$ cat src/rtl/decoder_capture_ctrl_if.sv
// Readout stream from the capture controller to the top-level readout mux.
interface decoder_capture_ctrl_if;
  logic [7:0] rd_data;
  logic       rd_valid;
  logic       rd_ready;

  modport master (output rd_data, rd_valid, input rd_ready);
  modport slave  (input rd_data, rd_valid, output rd_ready);
endinterface

$ cat src/rtl/decoder_capture_ctrl.sv
// Arms a byte-stream decoder, captures bytes after a masked trigger, streams them out.
// Optional idle timeout in CAPTURE is compiled in with `define CAPTURE_TIMEOUT_EN.
module decoder_capture_ctrl #(
  parameter int unsigned DEPTH          = 8,
  parameter int unsigned TIMEOUT_CYCLES = 65535
) (
  input  logic                  clk,
  input  logic                  rst_n,
  input  logic                  arm,
  input  logic                  abort,
  input  logic [7:0]            trig_val,
  input  logic [7:0]            trig_mask,
  input  logic [3:0]            cap_len,
  input  logic [7:0]            dec_data,
  input  logic                  dec_valid,
  output logic                  dec_detect_only,
  decoder_capture_ctrl_if.master rd,
  output logic [1:0]            state,
  output logic [4:0]            count,
  output logic                  timed_out
);
  localparam int AW = (DEPTH > 1) ? $clog2(DEPTH) : 1;

  typedef enum logic [1:0] {S_IDLE, S_ARMED, S_CAPTURE, S_READOUT} state_t;

  state_t                st;
  logic [DEPTH-1:0][7:0] mem;
  logic [AW-1:0]         wr_ptr, rd_ptr;
  logic [4:0]            len, len_sel;
  logic                  dec_valid_q, new_byte, trig_hit, wr_en, tmo_hit;

  assign new_byte = dec_valid & ~dec_valid_q;
  assign trig_hit = ((dec_data ^ trig_val) & trig_mask) == 8'h00;
  assign len_sel  = (cap_len == 4'd0 || 5'(cap_len) > 5'(DEPTH)) ? 5'(DEPTH) : {1'b0, cap_len};
  assign wr_en    = !abort && new_byte &&
                    ((st == S_ARMED && trig_hit) || st == S_CAPTURE);
  assign state    = st;

  // Capture storage needs no reset: pointers and count define what is valid.
  always_ff @(posedge clk) begin
    if (wr_en) mem[wr_ptr] <= dec_data;
  end

`ifdef CAPTURE_TIMEOUT_EN
  logic [15:0] idle_cnt;

  assign tmo_hit = (st == S_CAPTURE) && !new_byte && (idle_cnt + 16'd1 == 16'(TIMEOUT_CYCLES));

  // Counter sits at zero outside CAPTURE, so entry to CAPTURE starts it from zero.
  always_ff @(posedge clk or negedge rst_n) begin
    if (!rst_n) begin
      idle_cnt  <= '0;
      timed_out <= 1'b0;
    end else begin
      if (abort || (st == S_IDLE && arm)) timed_out <= 1'b0;
      else if (tmo_hit)                   timed_out <= 1'b1;
      if (abort || st != S_CAPTURE || new_byte) idle_cnt <= '0;
      else                                      idle_cnt <= idle_cnt + 16'd1;
    end
  end
`else
  assign tmo_hit   = 1'b0;
  assign timed_out = 1'b0;
`endif

  always_ff @(posedge clk or negedge rst_n) begin
    if (!rst_n) begin
      st              <= S_IDLE;
      dec_detect_only <= 1'b1;
      rd.rd_valid     <= 1'b0;
      rd.rd_data      <= 8'h00;
      count           <= '0;
      wr_ptr          <= '0;
      rd_ptr          <= '0;
      len             <= 5'(DEPTH);
      dec_valid_q     <= 1'b0;
    end else begin
      dec_valid_q <= dec_valid;
      if (abort) begin
        st              <= S_IDLE;
        dec_detect_only <= 1'b1;
        rd.rd_valid     <= 1'b0;
        count           <= '0;
        wr_ptr          <= '0;
        rd_ptr          <= '0;
      end else begin
        case (st)
          S_IDLE: if (arm) begin
            st              <= S_ARMED;
            dec_detect_only <= 1'b0;
            len             <= len_sel;
            count           <= '0;
            wr_ptr          <= '0;
            rd_ptr          <= '0;
          end
          S_ARMED: if (new_byte && trig_hit) begin
            wr_ptr <= wr_ptr + AW'(1);
            count  <= 5'd1;
            if (len == 5'd1) begin
              st              <= S_READOUT;
              dec_detect_only <= 1'b1;
            end else begin
              st <= S_CAPTURE;
            end
          end
          S_CAPTURE: if (new_byte) begin
            wr_ptr <= wr_ptr + AW'(1);
            count  <= count + 5'd1;
            if (count + 5'd1 == len) begin
              st              <= S_READOUT;
              dec_detect_only <= 1'b1;
            end
          end else if (tmo_hit) begin
            st              <= S_READOUT;
            dec_detect_only <= 1'b1;
          end
          S_READOUT: begin
            // Present one byte, pop it, then present the next a cycle later.
            if (rd.rd_valid && rd.rd_ready) begin
              rd.rd_valid <= 1'b0;
              rd_ptr      <= rd_ptr + AW'(1);
              count       <= count - 5'd1;
              if (count == 5'd1) st <= S_IDLE;
            end else if (count != 5'd0) begin
              rd.rd_valid <= 1'b1;
              rd.rd_data  <= mem[rd_ptr];
            end
          end
          default: st <= S_IDLE;
        endcase
      end
    end
  end
endmodule

$ cat src/flat_wrapper.sv
// flat-port wrapper written by rule: the top's interface ports become plain ports
module decoder_capture_ctrl_flat 
#(
  parameter int unsigned DEPTH          = 8,
  parameter int unsigned TIMEOUT_CYCLES = 65535
)
  (clk, rst_n, arm, abort, trig_val, trig_mask, cap_len, dec_data, dec_valid, dec_detect_only, state, count, timed_out, rd_rd_data, rd_rd_valid, rd_rd_ready);
  decoder_capture_ctrl_if rd_i ();
  input  logic clk;
  input  logic rst_n;
  input  logic arm;
  input  logic abort;
  input  logic [7:0] trig_val;
  input  logic [7:0] trig_mask;
  input  logic [3:0] cap_len;
  input  logic [7:0] dec_data;
  input  logic dec_valid;
  output logic dec_detect_only;
  output logic [1:0] state;
  output logic [4:0] count;
  output logic timed_out;
  output wire logic [$bits(rd_i.rd_data)-1:0] rd_rd_data;
  output wire logic [$bits(rd_i.rd_valid)-1:0] rd_rd_valid;
  input wire logic [$bits(rd_i.rd_ready)-1:0] rd_rd_ready;
  assign rd_rd_data = rd_i.rd_data;
  assign rd_rd_valid = rd_i.rd_valid;
  assign rd_i.rd_ready = rd_rd_ready;
  decoder_capture_ctrl #(.DEPTH(DEPTH), .TIMEOUT_CYCLES(TIMEOUT_CYCLES)) u_core (.clk(clk), .rst_n(rst_n), .arm(arm), .abort(abort), .trig_val(trig_val), .trig_mask(trig_mask), .cap_len(cap_len), .dec_data(dec_data), .dec_valid(dec_valid), .dec_detect_only(dec_detect_only), .rd(rd_i), .state(state), .count(count), .timed_out(timed_out));
endmodule
$ cat config.mk
export PLATFORM = sky130hd
export DESIGN_NAME = decoder_capture_ctrl_flat
export DESIGN_NICKNAME = d
export VERILOG_FILES = /design/src/rtl/decoder_capture_ctrl_if.sv /design/src/rtl/decoder_capture_ctrl.sv /design/src/flat_wrapper.sv
export SDC_FILE = /design/constraint.sdc
export NUM_CORES = 1
export LEC_CHECK = 0
export BUFFER_PORTS_ARGS = -buffer_cell sky130_fd_sc_hd__buf_2
export CORE_MARGIN = 4
export CORE_UTILIZATION = 50
export DETAILED_ROUTE_END_ITERATION = 10
export PLACE_DENSITY = 0.82
export SKIP_CTS_REPAIR_TIMING = 1
export SLEW_MARGIN = 20
export SYNTH_ARGS = -nofsm -noshare
export SYNTH_HDL_FRONTEND = slang
export SYNTH_SLANG_ARGS = --single-unit
$ cat constraint.sdc
create_clock -name clk -period 2.7 [get_ports clk]
set_input_delay 0.27 -clock clk [delete_from_list [all_inputs] [get_ports clk]]
set_output_delay 0.27 -clock clk [all_outputs]
set_load 0.01 [all_outputs]
======== Yosys cells after proc, flatten, opt, wreduce, memory -nomap -nowiden ========
Cells that the tools add are included.
word-level totals
  flip-flop bits (word level) ............. 93
  input bits .............................. 34
  output and inout port bits .............. 18
  logic and storage cells ................. 109
operators by class
  $add $sub $neg .......................... 4
  magnitude comparators ................... 4
  equality and inequality tests ........... 13
  muxes and demuxes ....................... 40
  bitwise operators ....................... 6
  reductions and logical operators ........ 25
operators by type and width
  cell                                                                   count
  64-bit bitwise mux                                                     1
  5-bit 2-to-1 mux                                                       5
  8-bit binary-select mux with 3-bit select                              1
  8-bit demux with 3-bit select                                          1
  5-bit case mux with 4 select lines                                     1
  3-bit 2-to-1 mux                                                       6
  8-bit 2-to-1 mux                                                       2
  2-bit 2-to-1 mux                                                       7
  3-bit != test, second input constant                                   4
  4-bit AND reduction                                                    3
  6-bit AND reduction                                                    2
  1-bit 2-to-1 mux                                                       11
  5-bit by 1-bit equality test with 1-bit output, second input constant  2
  3-bit by 2-bit != test with 1-bit output, second input constant        3
  3-bit case mux with 3 select lines                                     1
  8-bit bitwise AND                                                      1
  8-bit logical NOT                                                      1
  3-bit by 4-bit < comparator with 1-bit output, second input constant   2
  2-bit case mux with 4 select lines                                     1
  8-bit bitwise XOR                                                      1
  3-bit by 1-bit adder with 3-bit output, second input constant          2
  1-bit logical AND                                                      6
  3-bit case mux with 2 select lines                                     1
  3-bit AND reduction                                                    2
  other kinds (20)                                                       25

======== Logic depth before layout (Yosys ltp) ========
  depth after elaboration ................. 7
  gate-level depth with buffers ........... 9
  mapped depth without buffers ............ 8

======== Least setup slack after synthesis ========
OpenSTA, ideal clock, no wires.
  path type ............................... reg-to-reg
  start ................................... reg u_core.st[1] (netlist: u_core.state[1])
  end ..................................... reg u_core.mem[10] (netlist name) (enable)
  library setup time ...................... 385 ps
  arrival ................................. 2183 ps
  required time ........................... 2315 ps
  path slack .............................. 132 ps
  cell stages (with the launch flop) ...... 8
  path buffers ............................ 0
  clock period less this slack ............ 2568 ps
  cell sequence ........................... dfrtp_1 inv_1 ha_1 inv_1 a221oi_2 a41oi_1 nor4b_2 nor3b_1
between the ends
  cells in the longest elaborated chain, start to end .. 4
  elaborated cells on any way between the ends .. 5
  classes of those cells .................. eq/ne: 2; reduce/logical: 3
ends and longest elaborated chain
  what                                            line                        source
  from (decl)                                     decoder_capture_ctrl.sv:26  state_t st;
  from (signal assigned)                          decoder_capture_ctrl.sv:68  st <= S_IDLE;
  from (signal assigned)                          decoder_capture_ctrl.sv:80  st <= S_IDLE;
  from (signal assigned)                          decoder_capture_ctrl.sv:89  st <= S_ARMED;
  2-bit by 1-bit equality test with 1-bit output  decoder_capture_ctrl.sv:36  ((st == S_ARMED && trig_hit) || st == S_CAPTURE);
  1-bit logical AND                               decoder_capture_ctrl.sv:36
  1-bit logical OR (*)                            decoder_capture_ctrl.sv:36
  1-bit logical AND (*)                           decoder_capture_ctrl.sv:35  assign wr_en = !abort && new_byte &&
  to (signal, indexed assignment)                 decoder_capture_ctrl.sv:41  if (wr_en) mem[wr_ptr] <= dec_data;
  to (decl)                                       decoder_capture_ctrl.sv:27  logic [DEPTH-1:0][7:0] mem;
Mark *: on every way between the ends. The rest lies on a longest branch, timed or not.
A chain may end at the register's enable or synchronous reset.

======== Worst setup path in the final report ========
  start ................................... reg u_core.st[1] (netlist: u_core.state[1])
  end ..................................... reg u_core.mem[49] (netlist name) (enable)
Same word-level chain as after synthesis.

==> flow_summary.rst <==
.. list-table::
   :header-rows: 1

   * - Metric
     - Value
   * - Fraction of the mapped netlist area in simple logic gates
     - 0.0954
   * - CTS tree
     - built
   * - Largest net degree at the start of global routing
     - 29
   * - Met1 track utilization from global routing
     - 0.248
   * - Worst IR Drop VDD
     - 0.000488 V
   * - Met3 track demand over resource in global routing
     - 0.0367
   * - Cell area after placement
     - 4640 µm²
   * - Number of warnings issued by yosys
     - 0
   * - Relative contribution of the clock network to total power
     - 0.255
   * - Peak Freq
     - about 0.41 GHz
   * - Number of flops mapped to enable cells by yosys
     - between 60 and 70
   * - Primary flip-flop cell chosen by synthesis mapping
     - sky130_fd_sc_hd__edfxtp_1
   * - Count of buffer and inverter cells on the critical path
     - 2
   * - Max-cap violations
     - 0
   * - Y dimension of the die
     - just over 100 µm
   * - Final net count
     - 400
   * - Routed wire length
     - ~8500 µm
   * - Overflow left after global routing
     - 0
   * - Part of the Yosys area used for sequential elements
     - 0.612
   * - DRT Pass-1 Iters
     - 4
   * - Worst setup path class
     - reg2reg
   * - Count of nets left with antenna violations after detail routing
     - 0
   * - Portion of synthesized cell area occupied by the leading cell type
     - 0.448
   * - Ratio of cells with drive above 1 in the final layout
     - 0.293
   * - Top-level port count
     - between 50 and 60
   * - Comb power frac
     - 0.248
   * - Number of design-rule violations left by the first detailed-router iteration
     - 150
   * - Synthesized net count
     - about 350
   * - RSZ-0062 raised after global routing
     - false
   * - Post-synthesis instance total
     - 304
   * - Share of the clock period used by the worst path after layout
     - 0.911
   * - Netlist area before placement
     - about 4300 µm²
   * - Final non-filler cell total
     - roughly 470
   * - Max Fanout on Critical Path
     - 8
   * - Post-placement worst setup slack
     - 283 ps
   * - Critical Path Source Type
     - register
   * - Cell family contributing the most delay on the critical path
     - simple AND/OR/NAND/NOR gates
   * - Min setup slack post-route
     - 240 ps
   * - Adder and majority cell fraction of the synthesized area
     - 0.0263
   * - Top area cells in the synthesized netlist
     - sky130_fd_sc_hd__edfxtp_1 45%, sky130_fd_sc_hd__dfrtp_1 15%, sky130_fd_sc_hd__mux4_2 8.4%, sky130_fd_sc_hd__mux2i_1 3.0%, sky130_fd_sc_hd__ha_1 2.6%
   * - Horizontal die dimension
     - about 100 µm
   * - Finished layout cell area
     - slightly below 5000 µm²
   * - Setup TNS after final layout
     - 0 ps
   * - Final count of pins violating max slew
     - 0
   * - Minimum clock period after layout
     - between 2000 and 2500 ps
   * - Maximum buffer depth of the clock tree
     - 2
   * - Global-route wire length before repair
     - 13,800 µm
   * - Layout Skew
     - approximately 16 ps
   * - DRC Markers
     - 0
   * - Met2 track utilization from global routing
     - 0.281
   * - Area Overhead vs Synth
     - 13.1%
   * - GRT Overall Usage
     - 0.178
   * - CTS sink cnt
     - 92
   * - Int Power
     - 0.00246 W
   * - Count of antenna diodes in the layout
     - 0
   * - Antenna violations before repair
     - 0
   * - Power Dens Cells
     - about 730 nW/µm²
   * - Synth cell types
     - 48
   * - Number of rows created at floorplan
     - 33
   * - Inserted Clock Buffers
     - 9
   * - Drt wl/cell
     - 18.2 µm
   * - Post-synthesis share of cell area spent on xor and xnor gates
     - 0.0327
   * - Detailed-route vias per instance
     - about 5.8
   * - Compound-gate portion of the synthesized area
     - 0.0826
   * - Full die area
     - 10,100 µm²
   * - Clock H-tree levels
     - 3
   * - CP Capture Type
     - register
   * - Routability congestion estimate
     - approximately 0.8
   * - Via count of the first global-routing pass
     - ~2,700
   * - Required time at the endpoint of the critical path
     - about 2700 ps
   * - Share of synthesized registers carrying an async set or reset
     - 0.304
   * - Fraction of synthesized area in multiplexers
     - 0.122
   * - Initial cell density of the core
     - 0.519
   * - Post-CTS clock slew at the launch and capture registers of the worst setup and hold paths
     - 90 ps
   * - Clock root buffer
     - sky130_fd_sc_hd__clkbuf_8
   * - Hold Worst Slack
     - about 57 ps
   * - #FFs+latches synth
     - approximately 90
   * - Data arrival, critical path
     - around 2500 ps
   * - Switching power summed over all nets
     - 0.00110 W
   * - Most area-hungry cell type in the Yosys netlist
     - sky130_fd_sc_hd__edfxtp_1
   * - Flop pwr share
     - 0.497
   * - Peak-usage layer in the global routing report
     - met2
   * - Average cell area after synthesis
     - roughly 14 µm²
   * - Standard cell with the maximum stage delay on the critical path
     - sky130_fd_sc_hd__and3_1
   * - Outcome
     - completed
   * - Placeable core region
     - 8260 µm²
   * - Static leakage
     - between 1.5 and 2 nW
   * - Relative slew margins
     - 0.498
   * - Class of the most critical hold timing path
     - in2reg
   * - Routed vias
     - 2,686
   * - Largest family of logic cells by synthesized area
     - multiplexers
   * - Number of buffer cells added on primary ports
     - 50
   * - Number of setup violations in the final report
     - 0
   * - Library cell appearing most often on the critical path
     - sky130_fd_sc_hd__inv_1
   * - Worst skew pair latency
     - ~350 ps
   * - Critical-path cell list
     - inv_1, ha_1, inv_1, a221oi_2, a41oi_1, nor4_2, and3_1
   * - DP Cell Count
     - between 400 and 500
   * - Largest stage delay on the critical path
     - ~500 ps
   * - Final Hold Fails
     - 0
   * - Net Sw Frac
     - 0.310
   * - Transition at the pin with the smallest max-transition slack
     - 754 ps
   * - HPWL reported at the end of detailed placement
     - between 6000 and 7000 µm
-- placed cells by master, fill, tap and decap left out, drive strengths merged, types with 2 or more instances in the layout --
cell,instances
xor2,11
dfrtp,26
nor2b,2
a21oi,11
clkbuf,10
nand2b,4
o21ai,20
edfxtp,64
nand3,7
ha,9
nor3b,5
mux2,3
buf,57
a32oi,2
a221oi,3
a22oi,5
a21o,2
o31ai,2
nand2,30
nor2,11
nor3,9
mux4,16
xnor2,5
inv,12
mux2i,13
and3,4
nand4,2
dfstp,2
-- Yosys cell counts (5+ instances only) --
| cell type | instances |
|---|---|
| sky130_fd_sc_hd__xnor2_1 | 5 |
| sky130_fd_sc_hd__mux2i_1 | 13 |
| sky130_fd_sc_hd__o21ai_0 | 19 |
| sky130_fd_sc_hd__ha_1 | 9 |
| sky130_fd_sc_hd__nor2_1 | 11 |
| sky130_fd_sc_hd__nor3_1 | 9 |
| sky130_fd_sc_hd__nand3_1 | 5 |
| sky130_fd_sc_hd__a21oi_1 | 10 |
| sky130_fd_sc_hd__dfrtp_1 | 26 |
| sky130_fd_sc_hd__clkbuf_1 | 6 |
| sky130_fd_sc_hd__mux4_2 | 16 |
| sky130_fd_sc_hd__inv_1 | 9 |
| sky130_fd_sc_hd__a22oi_1 | 5 |
| sky130_fd_sc_hd__edfxtp_1 | 64 |
| sky130_fd_sc_hd__nand2_1 | 30 |
| sky130_fd_sc_hd__xor2_1 | 11 |
| sky130_fd_sc_hd__nor3b_1 | 5 |
-- flip-flops by register name, summed over array words and instances, names as in the netlist --
signal	flops
u_core.mem	64
u_core.rd.rd_data	8
u_core.count	5
u_core.len	4
u_core.rd_ptr	3
u_core.wr_ptr	3
u_core.state	2
u_core.dec_detect_only	1
u_core.dec_valid_q	1
u_core.rd.rd_valid	1
-- worst paths after layout --
kind	from	end	slack (ps)	cells after the start
setup / recovery	u_core.state[1]$_DFFE_PN0P_	u_core.mem[49]$_DFFE_PP_	240	7
hold reg to reg	u_core.rd.rd_data[7]$_DFFE_PN0P_	u_core.rd.rd_data[7]$_DFFE_PN0P_	490	2
max in group asynchronous	rst_n	u_core.wr_ptr[1]$_DFFE_PN0P_	1730	2
setup reg to reg	u_core.state[1]$_DFFE_PN0P_	u_core.mem[49]$_DFFE_PP_	240	7
hold / removal	dec_valid	u_core.dec_valid_q$_DFF_PN0_	60	1
min in group asynchronous	rst_n	u_core.rd.rd_data[7]$_DFFE_PN0P_	500	2
-- cell families (layout without fill, tap and decap cells) --
family                     after synthesis  in the layout
other                                    1              1
adders and majority gates                9              9
DFF                                     92             92
muxes                                   32             32
buffers and inverters                   25             83
xor gates and xnor gates                16             16
AOI/OAI and AO/OA                       51             51
and+or+nand+nor                         78             78
-- routing by layer --
layer | vias to the layer above | part of all wire | wire (µm)
met5 | - | 0 | 0
met4 | 0 | 0.018 | 151
met3 | 14 | 0.054 | 464
met2 | 88 | 0.49 | 4200
met1 | 1328 | 0.43 | 3700
li1 | 1256 | - | -
-- through the flow --
stage / power, W / util
6_report: 0.00356 / 0.587
5_1_grt: 0.00377 / 0.587
4_1_cts: 0.00359 / 0.585
3_5_place_dp: 0.00268 / 0.562
3_3_place_gp: 0.00265 / 0.562
2_1_floorplan: 0.00239 / -
-- cell type report --
class	instances	area, µm²
Sequential cell	92	2630
Timing Repair Buffer	58	313
Tap cell	105	131
Fill cell	650	3410
Multi-Input combinational cell	187	1550
Clock buffer	10	128
Clock inverter	6	68.8
Inverter	9	33.8
-- power by group through the flow --
stage | sequential, W | clock (W) | combinational (W)
after CTS | 0.00177 | 0.000936 | 0.000887
after global routing | 0.00180 | 0.000995 | 0.000981
after global placement | 0.00179 | 0 | 0.000859
after floorplan | 0.00180 | 0 | 0.000591
after detailed placement | 0.00180 | 0 | 0.000882
final | 0.00177 | 0.000909 | 0.000882
No activity file was read; power rests on OpenSTA's default activity.
